--- src/rtl/mmp_spirx_scheduler_if.sv ---
// Bundle between the SPI receive scheduler and its surroundings: SPI pins,
// the FIFO push port and the status outputs.
interface mmp_spirx_scheduler_if;
   logic        spi_cs_n;
   logic        spi_clk;
   logic        spi_mosi;
   logic        fifo_fully;
   logic        push_s;
   logic [23:0] push_dt;
   logic        clr_stat;
   logic        frame_err;
   logic        ovf;
   logic [7:0]  drop_cnt;
   logic        busy;

   modport master (
      output spi_cs_n, spi_clk, spi_mosi, fifo_fully, clr_stat,
      input  push_s, push_dt, frame_err, ovf, drop_cnt, busy
   );

   modport slave (
      input  spi_cs_n, spi_clk, spi_mosi, fifo_fully, clr_stat,
      output push_s, push_dt, frame_err, ovf, drop_cnt, busy
   );
endinterface

--- src/rtl/mmp_spirx_scheduler.sv ---
// SPI frame receiver and sole requester on the sound-command FIFO push port,
// arbitrating host frames against the internal MUTE write sequencer.
module mmp_spirx_scheduler #(
   parameter int          FRAME_BITS = 24,
   parameter logic [7:0]  DEV_PSG    = 8'h01,
   parameter logic [7:0]  DEV_OPLL   = 8'h02,
   parameter logic [7:0]  CMD_MUTE   = 8'hFF
) (
   input  logic               clk_SPIRX,
   input  logic               i_RST_n,
   mmp_spirx_scheduler_if.slave bus
);

   typedef enum logic [2:0] {IDLE, PUSH, GAP, MUTE_PUSH, MUTE_GAP} state_t;

   localparam logic [4:0] FRAME_BITS_C = 5'(FRAME_BITS);
   localparam logic [3:0] MUTE_WORDS   = 4'd12;
   // Synchroniser idle levels, bit order {sclk, cs_n, mosi}
   localparam logic [2:0] SYNC_RST     = 3'b110;

   logic [2:0] async_in;
   logic [2:0] sync1;
   logic [2:0] sync2;

   assign async_in = {bus.spi_clk, bus.spi_cs_n, bus.spi_mosi};

   genvar gi;
   generate
      for (gi = 0; gi < 3; gi++) begin : g_sync
         logic [2:0] chain_reg;
         always_ff @(posedge clk_SPIRX) begin
            if (!i_RST_n)
               chain_reg <= {3{SYNC_RST[gi]}};
            else
               chain_reg <= {chain_reg[1:0], async_in[gi]};
         end
         assign sync1[gi] = chain_reg[1];
         assign sync2[gi] = chain_reg[2];
      end
   endgenerate

   logic sclk_rise, cs_fall, cs_rise, cs_low, mosi_bit;
   assign sclk_rise = sync1[2] & ~sync2[2];
   assign cs_fall   = ~sync1[1] & sync2[1];
   assign cs_rise   = sync1[1] & ~sync2[1];
   assign cs_low    = ~sync1[1];
   assign mosi_bit  = sync1[0];

   logic [23:0] shift_reg;
   logic [4:0]  bit_cnt_reg;

   always_ff @(posedge clk_SPIRX) begin
      if (!i_RST_n) begin
         shift_reg   <= '0;
         bit_cnt_reg <= '0;
      end else if (cs_fall) begin
         bit_cnt_reg <= '0;
      end else if (sclk_rise && cs_low) begin
         shift_reg <= {shift_reg[22:0], mosi_bit};
         if (bit_cnt_reg != 5'd31)
            bit_cnt_reg <= bit_cnt_reg + 5'd1;
      end
   end

   state_t      state_reg;
   logic        slot_full_reg;
   logic        slot_mute_reg;
   logic [23:0] slot_data_reg;
   logic [3:0]  mute_idx_reg;
   logic        push_s_reg;
   logic [23:0] push_dt_reg;
   logic        frame_err_reg;
   logic        ovf_reg;
   logic [7:0]  drop_cnt_reg;

   logic mute_active, slot_take, is_mute_cmd;
   logic frame_ok, frame_bad, frame_ovf, frame_acc, drop_evt;

   assign mute_active = (state_reg == MUTE_PUSH) || (state_reg == MUTE_GAP);
   // The slot empties this cycle if the FSM consumes it; a new frame may then refill it
   assign slot_take   = (state_reg == IDLE) && slot_full_reg &&
                        (slot_mute_reg || !bus.fifo_fully);
   assign is_mute_cmd = (shift_reg[23:16] == CMD_MUTE);
   assign frame_ok    = cs_rise && (bit_cnt_reg == FRAME_BITS_C);
   assign frame_bad   = cs_rise && (bit_cnt_reg != FRAME_BITS_C);
   assign frame_ovf   = frame_ok && ((slot_full_reg && !slot_take) ||
                                     (is_mute_cmd && mute_active));
   assign frame_acc   = frame_ok && !frame_ovf;
   assign drop_evt    = frame_bad || frame_ovf;

   function automatic logic [23:0] mute_word(input logic [3:0] idx);
      if (idx < 4'd3)
         return {DEV_PSG, 8'h08 + {4'd0, idx}, 8'h00};
      else
         return {DEV_OPLL, 8'h30 + {4'd0, idx} - 8'd3, 8'h0F};
   endfunction

   always_ff @(posedge clk_SPIRX) begin
      if (!i_RST_n) begin
         slot_full_reg <= 1'b0;
         slot_mute_reg <= 1'b0;
         slot_data_reg <= '0;
      end else if (frame_acc) begin
         slot_full_reg <= 1'b1;
         slot_mute_reg <= is_mute_cmd;
         slot_data_reg <= shift_reg;
      end else if (slot_take) begin
         slot_full_reg <= 1'b0;
         slot_mute_reg <= 1'b0;
      end
   end

   // A new drop in the clearing cycle survives the clear
   always_ff @(posedge clk_SPIRX) begin
      if (!i_RST_n) begin
         frame_err_reg <= 1'b0;
         ovf_reg       <= 1'b0;
         drop_cnt_reg  <= '0;
      end else if (bus.clr_stat) begin
         frame_err_reg <= frame_bad;
         ovf_reg       <= frame_ovf;
         drop_cnt_reg  <= drop_evt ? 8'd1 : 8'd0;
      end else begin
         if (frame_bad)
            frame_err_reg <= 1'b1;
         if (frame_ovf)
            ovf_reg <= 1'b1;
         if (drop_evt && drop_cnt_reg != 8'hFF)
            drop_cnt_reg <= drop_cnt_reg + 8'd1;
      end
   end

   // mute_idx_reg holds the index of the next MUTE word still to be pushed
   always_ff @(posedge clk_SPIRX) begin
      if (!i_RST_n) begin
         state_reg    <= IDLE;
         push_s_reg   <= 1'b0;
         push_dt_reg  <= '0;
         mute_idx_reg <= '0;
      end else begin
         push_s_reg <= 1'b0;
         case (state_reg)
            IDLE: begin
               if (slot_take) begin
                  if (slot_mute_reg) begin
                     if (!bus.fifo_fully) begin
                        state_reg    <= MUTE_PUSH;
                        push_s_reg   <= 1'b1;
                        push_dt_reg  <= mute_word(4'd0);
                        mute_idx_reg <= 4'd1;
                     end else begin
                        state_reg    <= MUTE_GAP;
                        mute_idx_reg <= 4'd0;
                     end
                  end else begin
                     state_reg   <= PUSH;
                     push_s_reg  <= 1'b1;
                     push_dt_reg <= slot_data_reg;
                  end
               end
            end
            PUSH:      state_reg <= GAP;
            GAP:       state_reg <= IDLE;
            MUTE_PUSH: state_reg <= MUTE_GAP;
            MUTE_GAP: begin
               if (mute_idx_reg == MUTE_WORDS) begin
                  state_reg <= IDLE;
               end else if (!bus.fifo_fully) begin
                  state_reg    <= MUTE_PUSH;
                  push_s_reg   <= 1'b1;
                  push_dt_reg  <= mute_word(mute_idx_reg);
                  mute_idx_reg <= mute_idx_reg + 4'd1;
               end
            end
            default:   state_reg <= IDLE;
         endcase
      end
   end

   assign bus.push_s    = push_s_reg;
   assign bus.push_dt   = push_dt_reg;
   assign bus.frame_err = frame_err_reg;
   assign bus.ovf       = ovf_reg;
   assign bus.drop_cnt  = drop_cnt_reg;
   assign bus.busy      = slot_full_reg | mute_active;

endmodule

--- src/flat_wrapper.sv ---
// flat-port wrapper written by rule: the top's interface ports become plain ports
module mmp_spirx_scheduler_flat 
#(
   parameter int          FRAME_BITS = 24,
   parameter logic [7:0]  DEV_PSG    = 8'h01,
   parameter logic [7:0]  DEV_OPLL   = 8'h02,
   parameter logic [7:0]  CMD_MUTE   = 8'hFF
)
  (clk_SPIRX, i_RST_n, bus_spi_cs_n, bus_spi_clk, bus_spi_mosi, bus_fifo_fully, bus_clr_stat, bus_push_s, bus_push_dt, bus_frame_err, bus_ovf, bus_drop_cnt, bus_busy);
  mmp_spirx_scheduler_if bus_i ();
  input  logic clk_SPIRX;
  input  logic i_RST_n;
  input wire logic [$bits(bus_i.spi_cs_n)-1:0] bus_spi_cs_n;
  input wire logic [$bits(bus_i.spi_clk)-1:0] bus_spi_clk;
  input wire logic [$bits(bus_i.spi_mosi)-1:0] bus_spi_mosi;
  input wire logic [$bits(bus_i.fifo_fully)-1:0] bus_fifo_fully;
  input wire logic [$bits(bus_i.clr_stat)-1:0] bus_clr_stat;
  output wire logic [$bits(bus_i.push_s)-1:0] bus_push_s;
  output wire logic [$bits(bus_i.push_dt)-1:0] bus_push_dt;
  output wire logic [$bits(bus_i.frame_err)-1:0] bus_frame_err;
  output wire logic [$bits(bus_i.ovf)-1:0] bus_ovf;
  output wire logic [$bits(bus_i.drop_cnt)-1:0] bus_drop_cnt;
  output wire logic [$bits(bus_i.busy)-1:0] bus_busy;
  assign bus_i.spi_cs_n = bus_spi_cs_n;
  assign bus_i.spi_clk = bus_spi_clk;
  assign bus_i.spi_mosi = bus_spi_mosi;
  assign bus_i.fifo_fully = bus_fifo_fully;
  assign bus_i.clr_stat = bus_clr_stat;
  assign bus_push_s = bus_i.push_s;
  assign bus_push_dt = bus_i.push_dt;
  assign bus_frame_err = bus_i.frame_err;
  assign bus_ovf = bus_i.ovf;
  assign bus_drop_cnt = bus_i.drop_cnt;
  assign bus_busy = bus_i.busy;
  mmp_spirx_scheduler #(.FRAME_BITS(FRAME_BITS), .DEV_PSG(DEV_PSG), .DEV_OPLL(DEV_OPLL), .CMD_MUTE(CMD_MUTE)) u_core (.clk_SPIRX(clk_SPIRX), .i_RST_n(i_RST_n), .bus(bus_i));
endmodule
--- config.mk ---
export PLATFORM = sky130hd
export DESIGN_NAME = mmp_spirx_scheduler_flat
export DESIGN_NICKNAME = d
export VERILOG_FILES = /design/src/rtl/mmp_spirx_scheduler_if.sv /design/src/rtl/mmp_spirx_scheduler.sv /design/src/flat_wrapper.sv
export SDC_FILE = /design/constraint.sdc
export NUM_CORES = 1
export LEC_CHECK = 0
export ABC_AREA = 1
export BUFFER_PORTS_ARGS = -buffer_cell sky130_fd_sc_hd__buf_4
export CAP_MARGIN = 20
export CORE_MARGIN = 5
export CORE_UTILIZATION = 40
export DETAILED_ROUTE_END_ITERATION = 7
export PLACE_DENSITY = 0.54
export SETUP_SLACK_MARGIN = 0.02
export SLEW_MARGIN = 20
export SYNTH_ARGS = -nofsm -noshare
export SYNTH_HDL_FRONTEND = slang
export SYNTH_SLANG_ARGS = --single-unit
--- constraint.sdc ---
create_clock -name clk_SPIRX -period 2.3 [get_ports clk_SPIRX]
set_input_delay 0.345 -clock clk_SPIRX [delete_from_list [all_inputs] [get_ports clk_SPIRX]]
set_output_delay 0.345 -clock clk_SPIRX [all_outputs]
set_load 0.02 [all_outputs]
==> results of run 1 <==
layer usage:
metal,global-route usage [%],vias up,wire (um)
met5,0,-,0
met3,3.18,10,313
li1,-,1853,-
met4,4.81,0,153
met1,20.2,1592,4600
met2,21.6,48,3980
path summary, 6_finish.rpt:
path                                               startpoint                             to  slack [ns]
worst min-delay path                              bus_spi_clk  u_core.g_sync[2].chain_reg[0]        0.16
worst max-delay path                   u_core.mute_idx_reg[0]          u_core.bus.push_dt[5]        0.45
worst max register to register         u_core.mute_idx_reg[0]          u_core.bus.push_dt[5]        0.45
worst min register to register  u_core.g_sync[0].chain_reg[0]  u_core.g_sync[0].chain_reg[1]        0.41
final cells by class:
type | instances | area, sq um | area share [%]
Clock buffer | 9 | 124 | 2.55
Clock inverter | 7 | 61.3 | 1.26
Inverter | 83 | 317 | 6.51
Multi-Input combinational cell | 333 | 1720 | 35.5
Sequential cell | 105 | 2100 | 43.3
Tap cell | 136 | 170 | 3.50
Timing Repair Buffer | 45 | 363 | 7.47
report_power, final:
group | internal [mW] | switching (mW) | total (mW)
combinational | 0.0342 | 0.0596 | 0.0938
clock | 0.417 | 0.669 | 1.09
sequential | 1.83 | 0.00639 | 1.83
total | 2.28 | 0.735 | 3.01
synthesized netlist by cell type, types with 6 or more instances:
| cell type | n |
|---|---|
| dfxtp_1 | 105 |
| a21oi_1 | 91 |
| o21ai_0 | 83 |
| inv_1 | 80 |
| nand2_1 | 47 |
| nor2_1 | 43 |
| clkbuf_1 | 13 |
| nand3_1 | 13 |
| buf_2 | 8 |
| o21ai_1 | 8 |
| ha_1 | 6 |
per-stage QoR:
stage / power (mW) / worst slack (ns) / instance area, sq um / utilization, % / hold WS [ns]
3_3_place_gp: 1.97 / 0.584 / 4670 / 45.1 / 0.395
2_1_floorplan: 1.94 / 0.635 / 4280 / - / 0.390
6_report: 3.01 / 0.451 / 4860 / 46.9 / 0.158
4_1_cts: 3.05 / 0.455 / 4860 / 46.9 / 0.140
5_1_grt: 3.14 / 0.282 / 4860 / 46.9 / 0.138
3_5_place_dp: 1.97 / 0.484 / 4670 / 45.1 / 0.403
logic make-up (layout without fill, tap and decap cells):
group | count (synthesis) | count (layout) | share of synthesized area (%)
compound gates | 194 | 194 | 23.6
fa+ha+maj | 6 | 6 | 1.76
buf+inv | 108 | 144 | 10.5
flops | 105 | 105 | 49.2
simple gates | 133 | 133 | 15.0
==> impl_results.md, run 1 <==
* Status: completed
* Top delay family on crit path: simple AND/OR/NAND/NOR gates
* Most used cell, CP: nor2_1
* WS Path Type: flop to flop
* Fin cells at 718
* Slew headroom at 52.6%
* Min Tclk post-route at 1.85 ns
* Most common cell after layout, fill and taps aside: dfxtp_1
* Pwr Density at 620 nW/um^2
* Post-synth EDFFs at 0
* Final Hold Vio Count at 0
* Main synth FF type: dfxtp_1
* Number of nets with antenna violations after routing at 0
* Ys async rst share at 0%
* Diode count at 0
* Leakage at 1.89 nW
* # Post-CTS Setup Buffers at 0
* Clock latency at the later pin of the worst-skew pair at 0.37 ns
* PortBufs at 42
* Top cells by area, synth: dfxtp_1, a21oi_1, o21ai_0
* Root buffer cell: clkbuf_8
* Setup crit start kind: flop
* Hold Path Depth at 2
* H-tree depth at 3
* Cts hold-fix bufs at 0
* Fill cell count at 1,064
* Setup-failing EPs final at 0
* Max-slew violation count at 0
* Max stage delay on crit path at 0.43 ns
* Netlist cell types at 34
* Worst Skew at 0.0178 ns
* Critical path capture point type: flop
* # IOs at 43
* CTS Buffer Depth at 2
* Post-Route WL at 9.04 mm
* CP Buf/Inv Count at 2
* Post-Syn Nets at 559
* WP data required at 2.56 ns
* Pin count of the biggest net entering global routing at 60
* Total number of vias at 3,503
* Die Ht at 113 um
* Top-area cell type share of the netlist area at 49.2%
* Vias in the first global route at 3,131
* First-pass GRT wire length at 15.1 mm
* Unrepaired setup endpoints after global routing: false
* Worst-margin pin slew at 0.710 ns
* Worst-path clk slew at 0.11 ns
* Critical path peak fanout at 35
* DR WL/cell at 12.6 um
* Initial antenna violation count at 0
* TritonCTS Buffers at 9
* Share of post-route cells with drive strength above 1 at 15.5%
* Hold Crit Class: input port to flop
* Synthesized area at 4280 sq um
* Drt drc at 0
* Die X at 113 um
* Full die area at 12,900 sq um
* #FFs+latches synth at 105
* Core Region at 10,400 sq um
* Placed Cells at 702
* DP Wirelength at 6.24 mm
* Critical-path top delay cell: dfxtp_1
* Critical path arrival at 2.11 ns
* Grt total ovfl at 0
* GRT Total Usage at 14.3%
* CTS tree: built
* Final worst-path cycle share at 80.4%
* Seq/Total Area, Yosys at 49.2%
* CTS Sinks at 105
* Mapped Cells at 546
* Most frequent cells in the layout: dfxtp_1, a21oi_1, o21ai_0
* Initial DRC count at 175
* Syn Area/Cell at 7.83 sq um
* Post-cts repair resize count at 0
* Vias per cell at 4.88
* Top achievable clock speed at 541 MHz
* Worst r2r path cells at 10
* YS warnings at 0
* Cells along the critical path: inv_1, ha_1, nand2_1, nor2_1, nor2_2, nand2_2, nand2_4, inv_6, a21oi_1, nor2_1
* VDD IR-drop max at 0.323 mV
* Drt pass-1 iters at 4
* FP Rows at 37
* NumNets Final at 590
* Gp weighted congestion at 0.814
* Layout area overhead at 13.7%
* Levels on crit path at 10
* Setup_tns at 0 ns
* Max-cap violations at 0
* Area leader, netlist: dfxtp_1
* Starting Density at 41.2%
Note: power is estimated with default switching activity, not from simulation.
==> run 2, diff against run 1 <==
- clock period: 2.3 -> 1.8 ns (I/O delays scaled with it)
==> impl_results.md, run 2 (synthesized netlist as in run 1, its figures left out) <==
* Pwr Density at 778 nW/um^2
* GRT Total Usage at 14.2%
* Hold Path Depth at 3
* Critical-path top delay cell: dfxtp_4
* Final Hold Vio Count at 0
* Critical path capture point type: flop
* Diode count at 0
* VDD IR-drop max at 0.540 mV
* # IOs at 43
* DR WL/cell at 12.4 um
* FP Rows at 37
* Drt drc at 0
* Cells along the critical path: inv_1, ha_1, nand2_1, nor2_1, nor2_2, nand2_2, nand2_1, nand2_2, inv_2, nor2_1, a211oi_2
* Worst r2r path cells at 11
* CTS Buffer Depth at 2
* Worst-margin pin slew at 0.433 ns
* Fill cell count at 1,057
* Top achievable clock speed at 602 MHz
* Setup_tns at 0 ns
* Most frequent cells in the layout: dfxtp_1, a21oi_1, o21ai_0
* Initial DRC count at 177
* Total number of vias at 3,536
* Drt pass-1 iters at 4
* First-pass GRT wire length at 15.2 mm
* Grt total ovfl at 0
* H-tree depth at 3
* Final worst-path cycle share at 92.3%
* TritonCTS Buffers at 9
* Clock latency at the later pin of the worst-skew pair at 0.36 ns
* CTS Sinks at 105
* Die X at 113 um
* Leakage at 1.94 nW
* Full die area at 12,900 sq um
* Core Region at 10,400 sq um
* CTS tree: built
* CP Buf/Inv Count at 2
* Number of nets with antenna violations after routing at 0
* Worst-path clk slew at 0.10 ns
* Top delay family on crit path: simple AND/OR/NAND/NOR gates
* Max stage delay on crit path at 0.38 ns
* Vias in the first global route at 3,223
* Worst Skew at 0.00901 ns
* Starting Density at 41.2%
* Slew headroom at 71.1%
* Status: completed
* NumNets Final at 599
* Share of post-route cells with drive strength above 1 at 18.3%
* Pin count of the biggest net entering global routing at 52
* Setup-failing EPs final at 0
* PortBufs at 42
* Critical path peak fanout at 6
* WS Path Type: flop to flop
* DP Wirelength at 6.42 mm
* Root buffer cell: clkbuf_8
* Initial antenna violation count at 0
* Layout area overhead at 16.7%
* Max-slew violation count at 0
* WP data required at 2.09 ns
* Die Ht at 113 um
* Unrepaired setup endpoints after global routing: false
* Final core utilization at 48.1%
* Levels on crit path at 11
* Setup crit start kind: flop
* Min Tclk post-route at 1.66 ns
* Most common cell after layout, fill and taps aside: dfxtp_1
* Critical path arrival at 1.95 ns
* Cts hold-fix bufs at 0
* Hold Crit Class: input port to flop
* Gp weighted congestion at 0.759
* Max-cap violations at 0
* Vias per cell at 4.86
* Post-Route WL at 9.02 mm
==> run 2: changes by cell type in the layout (fill, tap and decap cells not counted), moves of 2 or more <==
cell / delta
buf_4: +8
dfxtp_1: -4
nor2_2: +2
nand2_1: -2
nand2_2: +2
o21ai_0: -2
dfxtp_2: +2
inv_6: -2
nor2_1: -2
dfxtp_4: +2
clkbuf_1: +2
inv_8: -2
==> run 2: where the power goes <==
part	total (mW)	switching, mW	internal, mW
Sequential	2.34	0.00714	2.33
Combinational	0.127	0.0798	0.0477
Clock	1.42	0.773	0.643
Total	3.88	0.860	3.02
==> run 2: final cells by class <==
class                   instances  area (sq um)  area share, %
inverters                      83           317           6.34
clock inverters                 5          56.3           1.13
repair buffers                 54           443           8.88
flip-flops and latches        105          2110           42.3
multi-input cells             333          1760           35.3
well taps                     136           170           3.41
clock buffers                  11           131           2.63
==> run 2: worst reg2reg max path: stages, from the launching register on <==
cell	delay, ns
dfxtp_4	0.38
inv_1	0.07
ha_1	0.19
nand2_1	0.06
nor2_1	0.04
nor2_2	0.16
nand2_2	0.12
nand2_1	0.09
nand2_2	0.10
inv_2	0.12
nor2_1	0.06
a211oi_2	0.20
==> run 2: timing repair <==
action	4_1_cts	5_1_grt
endpoints found under the setup margin	0	37
setup buffers	0	1
resized for setup	0	17
==> run 2: path summary, 6_finish.rpt <==
kind	start	endpoint	slack (ns)
worst max-delay path	u_core.mute_idx_reg[0]	u_core.mute_idx_reg[2]	0.14
worst min-delay path	bus_spi_mosi	u_core.g_sync[0].chain_reg[0]	0.09
worst max register to register	u_core.mute_idx_reg[0]	u_core.mute_idx_reg[2]	0.14
worst min register to register	u_core.g_sync[1].chain_reg[0]	u_core.g_sync[1].chain_reg[1]	0.42
==> run 2: per-layer routing <==
layer	vias up	wire length (um)	global-route usage (%)
li1	1871	-	-
met1	1599	4310	18.9
met2	57	4210	23.2
met3	9	396	3.55
met4	0	99	3.85
met5	-	0	0
==> run 2: stage by stage <==
step	hold slack [ns]	area [sq um]	power (mW)	instances	setup WS, ns
6_report	0.0895	4990	3.88	727	0.138
5_1_grt	0.0777	4990	4.03	727	0.0138
4_1_cts	0.0714	4930	3.94	726	0.0476
3_5_place_dp	0.402	4750	2.52	710	0.0862
3_3_place_gp	0.401	4750	2.52	710	0.138
2_1_floorplan	0.368	4280	2.47	546	0.135
